<file path="src/rtl/up_io_ctrl_if.sv">
// Bus, channel I/O and interrupt signals between the up core and up_io_ctrl.
// master = core/environment side, slave = the controller.
interface up_io_ctrl_if #(
    parameter int DATA_W   = 8,
    parameter int CHANNELS = 4,
    parameter int ADDR_W   = 8,
    parameter int VEC_W    = 2
);
    logic [ADDR_W-1:0]          bus_addr;
    logic                       bus_wr;
    logic                       bus_rd;
    logic [DATA_W-1:0]          bus_wdata;
    logic [DATA_W-1:0]          bus_rdata;
    logic [CHANNELS*DATA_W-1:0] io_in;
    logic [CHANNELS-1:0]        io_load;
    logic [CHANNELS*DATA_W-1:0] io_out;
    logic                       irq_n;
    logic [VEC_W-1:0]           irq_vec;
    logic                       irq_ack;

    modport master (
        output bus_addr, bus_wr, bus_rd, bus_wdata, io_in, io_load, irq_ack,
        input  bus_rdata, io_out, irq_n, irq_vec
    );

    modport slave (
        input  bus_addr, bus_wr, bus_rd, bus_wdata, io_in, io_load, irq_ack,
        output bus_rdata, io_out, irq_n, irq_vec
    );
endinterface

</file>
<file path="src/rtl/up_io_ctrl.sv">
// Memory-mapped multi-channel I/O and priority interrupt controller for the up core.
// Define UP_IO_CTRL_SYNC_EN to add a two-flop synchroniser on each io_load bit.
module up_io_ctrl #(
    parameter int                DATA_W    = 8,
    parameter int                CHANNELS  = 4,
    parameter int                ADDR_W    = 8,
    parameter logic [ADDR_W-1:0] BASE_ADDR = 8'hF0,
    parameter int                VEC_W     = 2
) (
    input logic           clk,
    input logic           rst,
    up_io_ctrl_if.slave   bus
);

    localparam logic [ADDR_W-1:0] OFF_PEND = ADDR_W'(CHANNELS);
    localparam logic [ADDR_W-1:0] OFF_MASK = ADDR_W'(CHANNELS + 1);

    logic [CHANNELS-1:0][DATA_W-1:0] r_out;
    logic [CHANNELS-1:0][DATA_W-1:0] r_in;
    logic [CHANNELS-1:0]             r_pend;
    logic [CHANNELS-1:0]             r_mask;
    logic [CHANNELS-1:0]             r_load_d;
    logic [DATA_W-1:0]               r_rdata;
    logic                            r_irq_n;
    logic [VEC_W-1:0]                r_irq_vec;

    logic [CHANNELS-1:0] w_load;
    logic [CHANNELS-1:0] w_rise;
    logic [CHANNELS-1:0] w_clr;
    logic [CHANNELS-1:0] w_active;
    logic [CHANNELS-1:0] w_pend_next;
    logic [ADDR_W-1:0]   w_off;
    logic                w_in_win;
    logic [DATA_W-1:0]   w_rd_val;
    logic [VEC_W-1:0]    w_first;

`ifdef UP_IO_CTRL_SYNC_EN
    logic [CHANNELS-1:0] r_sync1;
    logic [CHANNELS-1:0] r_sync2;

    always_ff @(posedge clk or posedge rst) begin
        if (rst) begin
            r_sync1 <= '0;
            r_sync2 <= '0;
        end else begin
            r_sync1 <= bus.io_load;
            r_sync2 <= r_sync1;
        end
    end

    assign w_load = r_sync2;
`else
    assign w_load = bus.io_load;
`endif

    // Edge flop resets to 0, so a strobe already high at reset release counts once.
    assign w_rise   = w_load & ~r_load_d;
    assign w_off    = bus.bus_addr - BASE_ADDR;
    assign w_in_win = (bus.bus_addr >= BASE_ADDR) && (w_off <= OFF_MASK);
    assign w_active = r_pend & r_mask;

    always_comb begin
        w_rd_val = '0;
        if (w_in_win) begin
            if (w_off == OFF_PEND) begin
                w_rd_val = DATA_W'(r_pend);
            end else if (w_off == OFF_MASK) begin
                w_rd_val = DATA_W'(r_mask);
            end else begin
                for (int k = 0; k < CHANNELS; k++) begin
                    if (w_off == ADDR_W'(k)) w_rd_val = r_in[k];
                end
            end
        end
    end

    // Lowest active index wins; vector holds when nothing is active.
    always_comb begin
        w_first = r_irq_vec;
        for (int k = CHANNELS - 1; k >= 0; k--) begin
            if (w_active[k]) w_first = VEC_W'(k);
        end
    end

    always_comb begin
        w_clr = '0;
        if (bus.bus_wr && w_in_win && (w_off == OFF_PEND)) begin
            w_clr = bus.bus_wdata[CHANNELS-1:0];
        end
        if (bus.irq_ack && !r_irq_n) begin
            for (int k = 0; k < CHANNELS; k++) begin
                if (r_irq_vec == VEC_W'(k)) w_clr[k] = 1'b1;
            end
        end
    end

    // A new edge overrides a simultaneous clear so no event is dropped.
    assign w_pend_next = (r_pend & ~w_clr) | w_rise;

    always_ff @(posedge clk or posedge rst) begin
        if (rst) begin
            r_out     <= '0;
            r_in      <= '0;
            r_pend    <= '0;
            r_mask    <= '0;
            r_load_d  <= '0;
            r_rdata   <= '0;
            r_irq_n   <= 1'b1;
            r_irq_vec <= '0;
        end else begin
            r_load_d  <= w_load;
            r_pend    <= w_pend_next;
            r_irq_n   <= ~|w_active;
            r_irq_vec <= w_first;
            if (bus.bus_rd) r_rdata <= w_rd_val;
            for (int k = 0; k < CHANNELS; k++) begin
                if (w_rise[k]) r_in[k] <= bus.io_in[k*DATA_W +: DATA_W];
            end
            if (bus.bus_wr && w_in_win) begin
                if (w_off == OFF_MASK) r_mask <= bus.bus_wdata[CHANNELS-1:0];
                for (int k = 0; k < CHANNELS; k++) begin
                    if (w_off == ADDR_W'(k)) r_out[k] <= bus.bus_wdata;
                end
            end
        end
    end

    assign bus.bus_rdata = r_rdata;
    assign bus.io_out    = r_out;
    assign bus.irq_n     = r_irq_n;
    assign bus.irq_vec   = r_irq_vec;

endmodule
</file>
<file path="src/flat_wrapper.sv">
// flat-port wrapper written by rule: the top's interface ports become plain ports
module up_io_ctrl_flat 
#(
    parameter int                DATA_W    = 8,
    parameter int                CHANNELS  = 4,
    parameter int                ADDR_W    = 8,
    parameter logic [ADDR_W-1:0] BASE_ADDR = 8'hF0,
    parameter int                VEC_W     = 2
)
  (clk, rst, bus_bus_addr, bus_bus_wr, bus_bus_rd, bus_bus_wdata, bus_io_in, bus_io_load, bus_irq_ack, bus_bus_rdata, bus_io_out, bus_irq_n, bus_irq_vec);
  up_io_ctrl_if #(.DATA_W(DATA_W), .CHANNELS(CHANNELS), .ADDR_W(ADDR_W), .VEC_W(VEC_W)) bus_i ();
  input logic clk;
  input logic rst;
  input wire logic [$bits(bus_i.bus_addr)-1:0] bus_bus_addr;
  input wire logic [$bits(bus_i.bus_wr)-1:0] bus_bus_wr;
  input wire logic [$bits(bus_i.bus_rd)-1:0] bus_bus_rd;
  input wire logic [$bits(bus_i.bus_wdata)-1:0] bus_bus_wdata;
  input wire logic [$bits(bus_i.io_in)-1:0] bus_io_in;
  input wire logic [$bits(bus_i.io_load)-1:0] bus_io_load;
  input wire logic [$bits(bus_i.irq_ack)-1:0] bus_irq_ack;
  output wire logic [$bits(bus_i.bus_rdata)-1:0] bus_bus_rdata;
  output wire logic [$bits(bus_i.io_out)-1:0] bus_io_out;
  output wire logic [$bits(bus_i.irq_n)-1:0] bus_irq_n;
  output wire logic [$bits(bus_i.irq_vec)-1:0] bus_irq_vec;
  assign bus_i.bus_addr = bus_bus_addr;
  assign bus_i.bus_wr = bus_bus_wr;
  assign bus_i.bus_rd = bus_bus_rd;
  assign bus_i.bus_wdata = bus_bus_wdata;
  assign bus_i.io_in = bus_io_in;
  assign bus_i.io_load = bus_io_load;
  assign bus_i.irq_ack = bus_irq_ack;
  assign bus_bus_rdata = bus_i.bus_rdata;
  assign bus_io_out = bus_i.io_out;
  assign bus_irq_n = bus_i.irq_n;
  assign bus_irq_vec = bus_i.irq_vec;
  up_io_ctrl #(.DATA_W(DATA_W), .CHANNELS(CHANNELS), .ADDR_W(ADDR_W), .BASE_ADDR(BASE_ADDR), .VEC_W(VEC_W)) u_core (.clk(clk), .rst(rst), .bus(bus_i));
endmodule
</file>
<file path="config.mk">
export PLATFORM = sky130hd
export DESIGN_NAME = up_io_ctrl_flat
export DESIGN_NICKNAME = d
export VERILOG_FILES = /design/src/rtl/up_io_ctrl_if.sv /design/src/rtl/up_io_ctrl.sv /design/src/flat_wrapper.sv
export SDC_FILE = /design/constraint.sdc
export NUM_CORES = 1
export LEC_CHECK = 0
export CELL_PAD_IN_SITES_DETAIL_PLACEMENT = 2
export CELL_PAD_IN_SITES_GLOBAL_PLACEMENT = 2
export CORE_MARGIN = 2
export CORE_UTILIZATION = 29
export DETAILED_ROUTE_END_ITERATION = 8
export PLACE_DENSITY_LB_ADDON = 0.1
export RECOVER_POWER = 50
export SYNTH_ARGS = -nofsm -noshare
export SYNTH_HDL_FRONTEND = slang
export SYNTH_SLANG_ARGS = --single-unit
</file>
<file path="constraint.sdc">
create_clock -name clk -period 2.8 [get_ports clk]
set_clock_uncertainty 0.05 [all_clocks]
set_input_delay 0.56 -clock clk [delete_from_list [all_inputs] [get_ports clk]]
set_output_delay 0.56 -clock clk [all_outputs]
set_load 0.02 [all_outputs]
</file>
==> results.sh, run 1 <==
export IMPL_path_cells="clkdlybuf4s50_1 > buf_4 > nor2b_2 > and2_1 > buf_4 > mux2_2"
export IMPL_initial_utilization_pct=29.6
export IMPL_hold_buffers=0
export IMPL_root_buffer="clkbuf_16"
export IMPL_wirelength_um=10400
export IMPL_synth_area_leaders="dfrtp_1, mux2_2, mux4_2"
export IMPL_gp_congestion=0.724
export IMPL_cellPowerDensity_nw_per_um2=629
export IMPL_p_comb_share_pct=15.3
export IMPL_core_um2=12600
export IMPL_mostFrequentLayoutCell="clkdlybuf4s50_1"
export IMPL_syn_nets=322
export IMPL_clkLatencyLatePin_ps=350
export IMPL_post_cts_setup_buffers=0
export IMPL_grt_pass1_vias=2891
export IMPL_viasPerCell=4.63
export IMPL_port_buffers=99
export IMPL_relSlewSlack_pct=18.1
export IMPL_area_growth_syn_to_layout_pct=41.7
export IMPL_numCtsBuffers=9
export IMPL_nFillCells=1252
export IMPL_drv_cap=0
export IMPL_dp_slack_ps=154
export IMPL_ir_drop_mv=0.249
export IMPL_drt_iter0_drc=97
export IMPL_nNetsFinal=433
export IMPL_critPathCaptureType="flop"
export IMPL_dp_cells=537
export IMPL_min_period_ps=2220
export IMPL_dpl_instance_area_um2=4970
export IMPL_dr_pass1_iters=4
export IMPL_worst_slew_pin_slew_ps=1230
export IMPL_cts_resized_gates=0
export IMPL_fmax_mhz=450
export IMPL_yosysWarnings=0
export IMPL_num_antenna_cells=0
export IMPL_detailed_place_hpwl_um=7550
export IMPL_outcome="finished, final reports clean"
export IMPL_finalSetupTns_ps=0
export IMPL_die_h_um=117
export IMPL_syn_area_um2=3720
export IMPL_layout_setup_ws_ps=579
export IMPL_grt_overflow=0
export IMPL_ys_seq_elements=87
export IMPL_worstPathArrival_ps=2410
export IMPL_drive_above_1_share_pct=29.1
export IMPL_synth_top_area_share_pct=57.8
export IMPL_grt_pass1_wl_um=16700
export IMPL_power_leakage_nw=2.21
export IMPL_final_area_um2=5270
export IMPL_critPathKind="in2reg"
export IMPL_hold_class="reg2reg"
export IMPL_drtAntennaViolNets=0
export IMPL_yosys_cell_types_count=40
export IMPL_syn_avg_cell_area_um2=14.0
export IMPL_swShare_pct=25.9
export IMPL_critPathMostFrequentCell="buf_4"
export IMPL_syn_inst=265
export IMPL_hold_viol=0
export IMPL_layout_common_cells="clkdlybuf4s50_1, dfrtp_1, mux2_2"
export IMPL_wire_per_inst_um=18.9
export IMPL_worst_path_max_fanout=10
export IMPL_rows=41
export IMPL_synth_seq_area_share_pct=58.5
export IMPL_vias=2561
export IMPL_die_w_um=117
export IMPL_antenna_found_initial=0
export IMPL_cts_buffer_depth=2
export IMPL_required_ps=2990
export IMPL_drt_drc_violations_left=0
export IMPL_cp_start_kind="primary input"
export IMPL_synth_top_area_cell="dfrtp_1"
export IMPL_p_seq_share_pct=44.4
export IMPL_grt_util_all_layers_pct=16.8
export IMPL_die_area_um2=13800
export IMPL_io_pins=100
export IMPL_power_switching_w=0.000857
export IMPL_cts_sinks=87
export IMPL_htree_levels=3
export IMPL_max_stage_delay_ps=570
export IMPL_hold_ws_ps=452
export IMPL_p_int_w=0.00246
export IMPL_post_route_period_util_pct=79.3
export IMPL_cp_slowest_cell="clkdlybuf4s50_1"
export IMPL_grt_setup_unrepaired="false"
export IMPL_clkPwrFrac_pct=40.2
export IMPL_grt_max_degree=88
export IMPL_clkSlewWorstSetupHoldPaths_ps=70
export IMPL_final_cells=553
export IMPL_setup_viol=0
export IMPL_cts_tree="yes"
export IMPL_drv_slew=0
## critical path: cells and delay by family
kind                   cells  cell delay (ps)
buffers and inverters      3             1030
muxes                      1              350
and+or+nand+nor            2              460
## metrics by stage
step | util (%) | total power (W)
2_1_floorplan | - | 0.00174
3_3_place_gp | 39.5 | 0.00201
3_5_place_dp | 39.5 | 0.00202
4_1_cts | 42.2 | 0.00338
5_1_grt | 41.9 | 0.00349
6_report | 41.9 | 0.00332
## power groups by stage
| stage | clock, W | combinational [W] | sequential [W] |
|---|---|---|---|
| after floorplan | 0 | 0.000228 | 0.00152 |
| after global placement | 0 | 0.000511 | 0.00149 |
| after detailed placement | 0 | 0.000522 | 0.00150 |
| after CTS | 0.00138 | 0.000525 | 0.00148 |
| after global routing | 0.00144 | 0.000557 | 0.00149 |
| final | 0.00133 | 0.000508 | 0.00147 |
## registers in the layout (all words and copies together), names as in the netlist
name / cells
u_core.bus.bus_rdata: 8
u_core.bus.io_out: 32
u_core.bus.irq_n: 1
u_core.bus.irq_vec: 2
u_core.r_in: 32
u_core.r_load_d: 4
u_core.r_mask: 4
u_core.r_pend: 4
## area by class of cell
type                            instances  area, µm²  area share [%]
Timing Repair Buffer                  113       1080            20.5
Clock buffer                            9        225            4.27
Inverter                               10       41.3           0.783
Tap cell                              172        215            4.08
Sequential cell                        87       2180            41.3
Multi-Input combinational cell        155       1430            27.1
Clock inverter                          7        104            1.97
## per-layer routing
metal  part of all wire (%)  routed length, µm  track usage (%)  up-vias
li1                       -                  -                -     1175
met4                    1.4                146             5.88        0
met5                      0                  0                0        -
met2                     48               5030             25.8       51
met1                     47               4880             23.2     1325
met3                    3.7                381             4.38       10
## final timing paths
check	from	end	slack (ps)	cells past startpoint
max	bus_bus_addr[1]	u_core.bus.io_out[12]	580	6
min	u_core.r_in[20]	u_core.r_in[20]	450	1
max reg2reg	u_core.r_load_d[1]	u_core.r_in[15]	1190	3
min reg2reg	u_core.r_in[20]	u_core.r_in[20]	450	1
max in group asynchronous	rst	u_core.r_mask[1]	830	3
min in group asynchronous	rst	u_core.r_load_d[1]	1090	3
## cell usage after synthesis, drive strengths merged
library cell and instances:
a21oi 4, a221oi 2, a222oi 3, a22o 1, a22oi 1, a31o 2
a31oi 3, and2 2, and2b 1, and3b 1, buf 7, clkbuf 6
dfrtp 86, dfstp 1, inv 10, mux2 69, mux2i 3, mux4 4
nand2 6, nand2b 4, nand3 9, nand3b 1, nand4 1, nor2 5
nor2b 7, nor3 2, nor3b 3, nor4 1, o211a 1, o211ai 1
o21ai 10, o22ai 3, o2bb2ai 3, or2 2
## logic make-up (layout without fill, tap and decap cells)
group                  after synthesis  after routing  synth area share (%)
buffers and inverters               23            139                  3.13
DFF                                 87             87                  58.5
AOI/OAI and AO/OA                   34             34                  6.25
and+or+nand+nor                     45             45                  7.97
muxes                               76             76                  24.1
Note: power is estimated with default switching activity, not from simulation.
==> run 2: changes to the inputs <==
CORE_UTILIZATION = 32   (was 29)
clock period = 2.13 ns   (was 2.8 ns; I/O delays follow)
==> run 2 against run 1 <==
Worst hold slack improved by 4.0 ps. First-iteration DRC count is 48% lower. Global-route usage up 0.91 points. Critical path type is now reg2out.
==> results.sh, run 2 (synthesis results as in run 1) <==
export IMPL_min_period_ps=1950
export IMPL_post_cts_setup_buffers=0
export IMPL_numCtsBuffers=9
export IMPL_ir_drop_mv=0.429
export IMPL_drt_iter0_drc=50
export IMPL_cts_buffer_depth=2
export IMPL_worst_path_max_fanout=3
export IMPL_layout_setup_ws_ps=181
export IMPL_fmax_mhz=513
export IMPL_die_area_um2=12500
export IMPL_cp_slowest_cell="clkdlybuf4s50_1"
export IMPL_r2r_cells=3
export IMPL_viasPerCell=4.87
export IMPL_core_um2=11400
export IMPL_grt_max_degree=88
export IMPL_clkSlewWorstSetupHoldPaths_ps=70
export IMPL_critPathCaptureType="primary output"
export IMPL_die_w_um=112
export IMPL_drive_above_1_share_pct=31.7
export IMPL_grt_util_all_layers_pct=17.7
export IMPL_cts_tree="yes"
export IMPL_outcome="finished, final reports clean"
export IMPL_min_from="u_core.r_in[6]"
export IMPL_die_h_um=112
export IMPL_cts_sinks=87
export IMPL_power_leakage_nw=2.28
export IMPL_cts_resized_gates=0
export IMPL_cp_start_kind="flop"
export IMPL_gp_congestion=0.757
export IMPL_critPathKind="reg2out"
export IMPL_drv_cap=0
export IMPL_antenna_found_initial=0
export IMPL_vias=2617
export IMPL_wirelength_um=10200
export IMPL_final_area_um2=5360
export IMPL_area_growth_syn_to_layout_pct=44.1
export IMPL_hold_class="reg2reg"
export IMPL_nNetsFinal=446
export IMPL_grt_setup_unrepaired="false"
export IMPL_nFillCells=1146
export IMPL_cellPowerDensity_nw_per_um2=791
export IMPL_rr_startpoint="u_core.r_load_d[3]"
export IMPL_port_buffers=99
export IMPL_drtAntennaViolNets=0
export IMPL_grt_pass1_wl_um=17000
export IMPL_grt_pass1_vias=3060
export IMPL_wire_per_inst_um=19.0
export IMPL_hold_viol=0
export IMPL_io_pins=100
export IMPL_initial_utilization_pct=32.7
export IMPL_dr_pass1_iters=4
export IMPL_drv_slew=0
export IMPL_setup_viol=0
export IMPL_root_buffer="clkbuf_16"
export IMPL_post_route_period_util_pct=91.5
export IMPL_drt_drc_violations_left=0
export IMPL_regArea_um2=2180
export IMPL_clkLatencyLatePin_ps=340
export IMPL_dpl_instance_area_um2=5080
export IMPL_mostFrequentLayoutCell="clkdlybuf4s50_1"
export IMPL_relSlewSlack_pct=19.7
export IMPL_multi_input_area_um2=1430
export IMPL_max_stage_delay_ps=600
export IMPL_timing_rr_end="u_core.r_in[27]"
export IMPL_detailed_place_hpwl_um=7390
export IMPL_reg2reg_setup_slack_ps=570
export IMPL_whs_endpoint="u_core.r_in[6]"
export IMPL_worst_slew_pin_slew_ps=1200
export IMPL_hold_buffers=0
export IMPL_dp_slack_ps=-97.8
export IMPL_num_antenna_cells=0
export IMPL_required_ps=1650
export IMPL_min_path_cells=1
export IMPL_htree_levels=3
export IMPL_layout_common_cells="clkdlybuf4s50_1, dfrtp_1, mux2_2"
export IMPL_worstPathArrival_ps=1470
export IMPL_cp_num_buf_inv=1
export IMPL_cp_top_family="buffers and inverters"
export IMPL_grt_overflow=0
export IMPL_rows=39
export IMPL_path_cells="clkdlybuf4s50_1"
==> run 2: cell count changes in the layout (fill, tap and decap cells not counted), sizes merged <==
cell    change
buf        +14
bufinv      -1
==> run 2: metal layers <==
metal	share of wire (%)	GRT usage, %	routed length, µm	vias to the layer above
met1	45	23.7	4620	1350
met4	1.5	6.17	152	0
met5	0	0	0	-
met3	3.9	3.65	394	10
li1	-	-	-	1199
met2	49	28.9	5030	58
==> run 2: final cells by class <==
type	instances	share of cell area [%]
Tap cell	143	3.34
Timing Repair Buffer	126	23.0
Sequential cell	87	40.6
Inverter	10	0.770
Clock buffer	10	4.46
Clock inverter	6	1.24
Multi-Input combinational cell	155	26.6
==> run 2: how the worst max path moves through the flow <==
stage	depth (start not counted)	slack [ps]	start	to
2_1_floorplan	5	440	bus_bus_addr[1]	u_core.bus.io_out[0]
3_3_place_gp	6	-80	bus_bus_addr[0]	u_core.bus.io_out[29]
3_5_place_dp	6	-100	bus_bus_addr[7]	u_core.bus.io_out[6]
4_1_cts	1	160	u_core.bus.irq_n	bus_irq_n
5_1_grt	3	90	rst	u_core.r_mask[0]
6_report	1	180	u_core.bus.irq_n	bus_irq_n
==> run 2: report_power, final <==
group / internal, W / switching [W]
combinational: 0.000383 / 0.000298
sequential: 0.00182 / 0.000115
clock: 0.000948 / 0.000679
==> run 2: per-stage QoR <==
stage	util, %	hold slack, ps	TNS (ps)	instances	power (W)
after global placement	44.7	436	-1330	521	0.00264
after CTS	47.4	460	0	537	0.00432
after floorplan	-	398	0	265	0.00229
final	47.2	456	0	537	0.00424
after detailed placement	44.7	445	-2440	521	0.00266
after global routing	47.2	471	0	537	0.00445
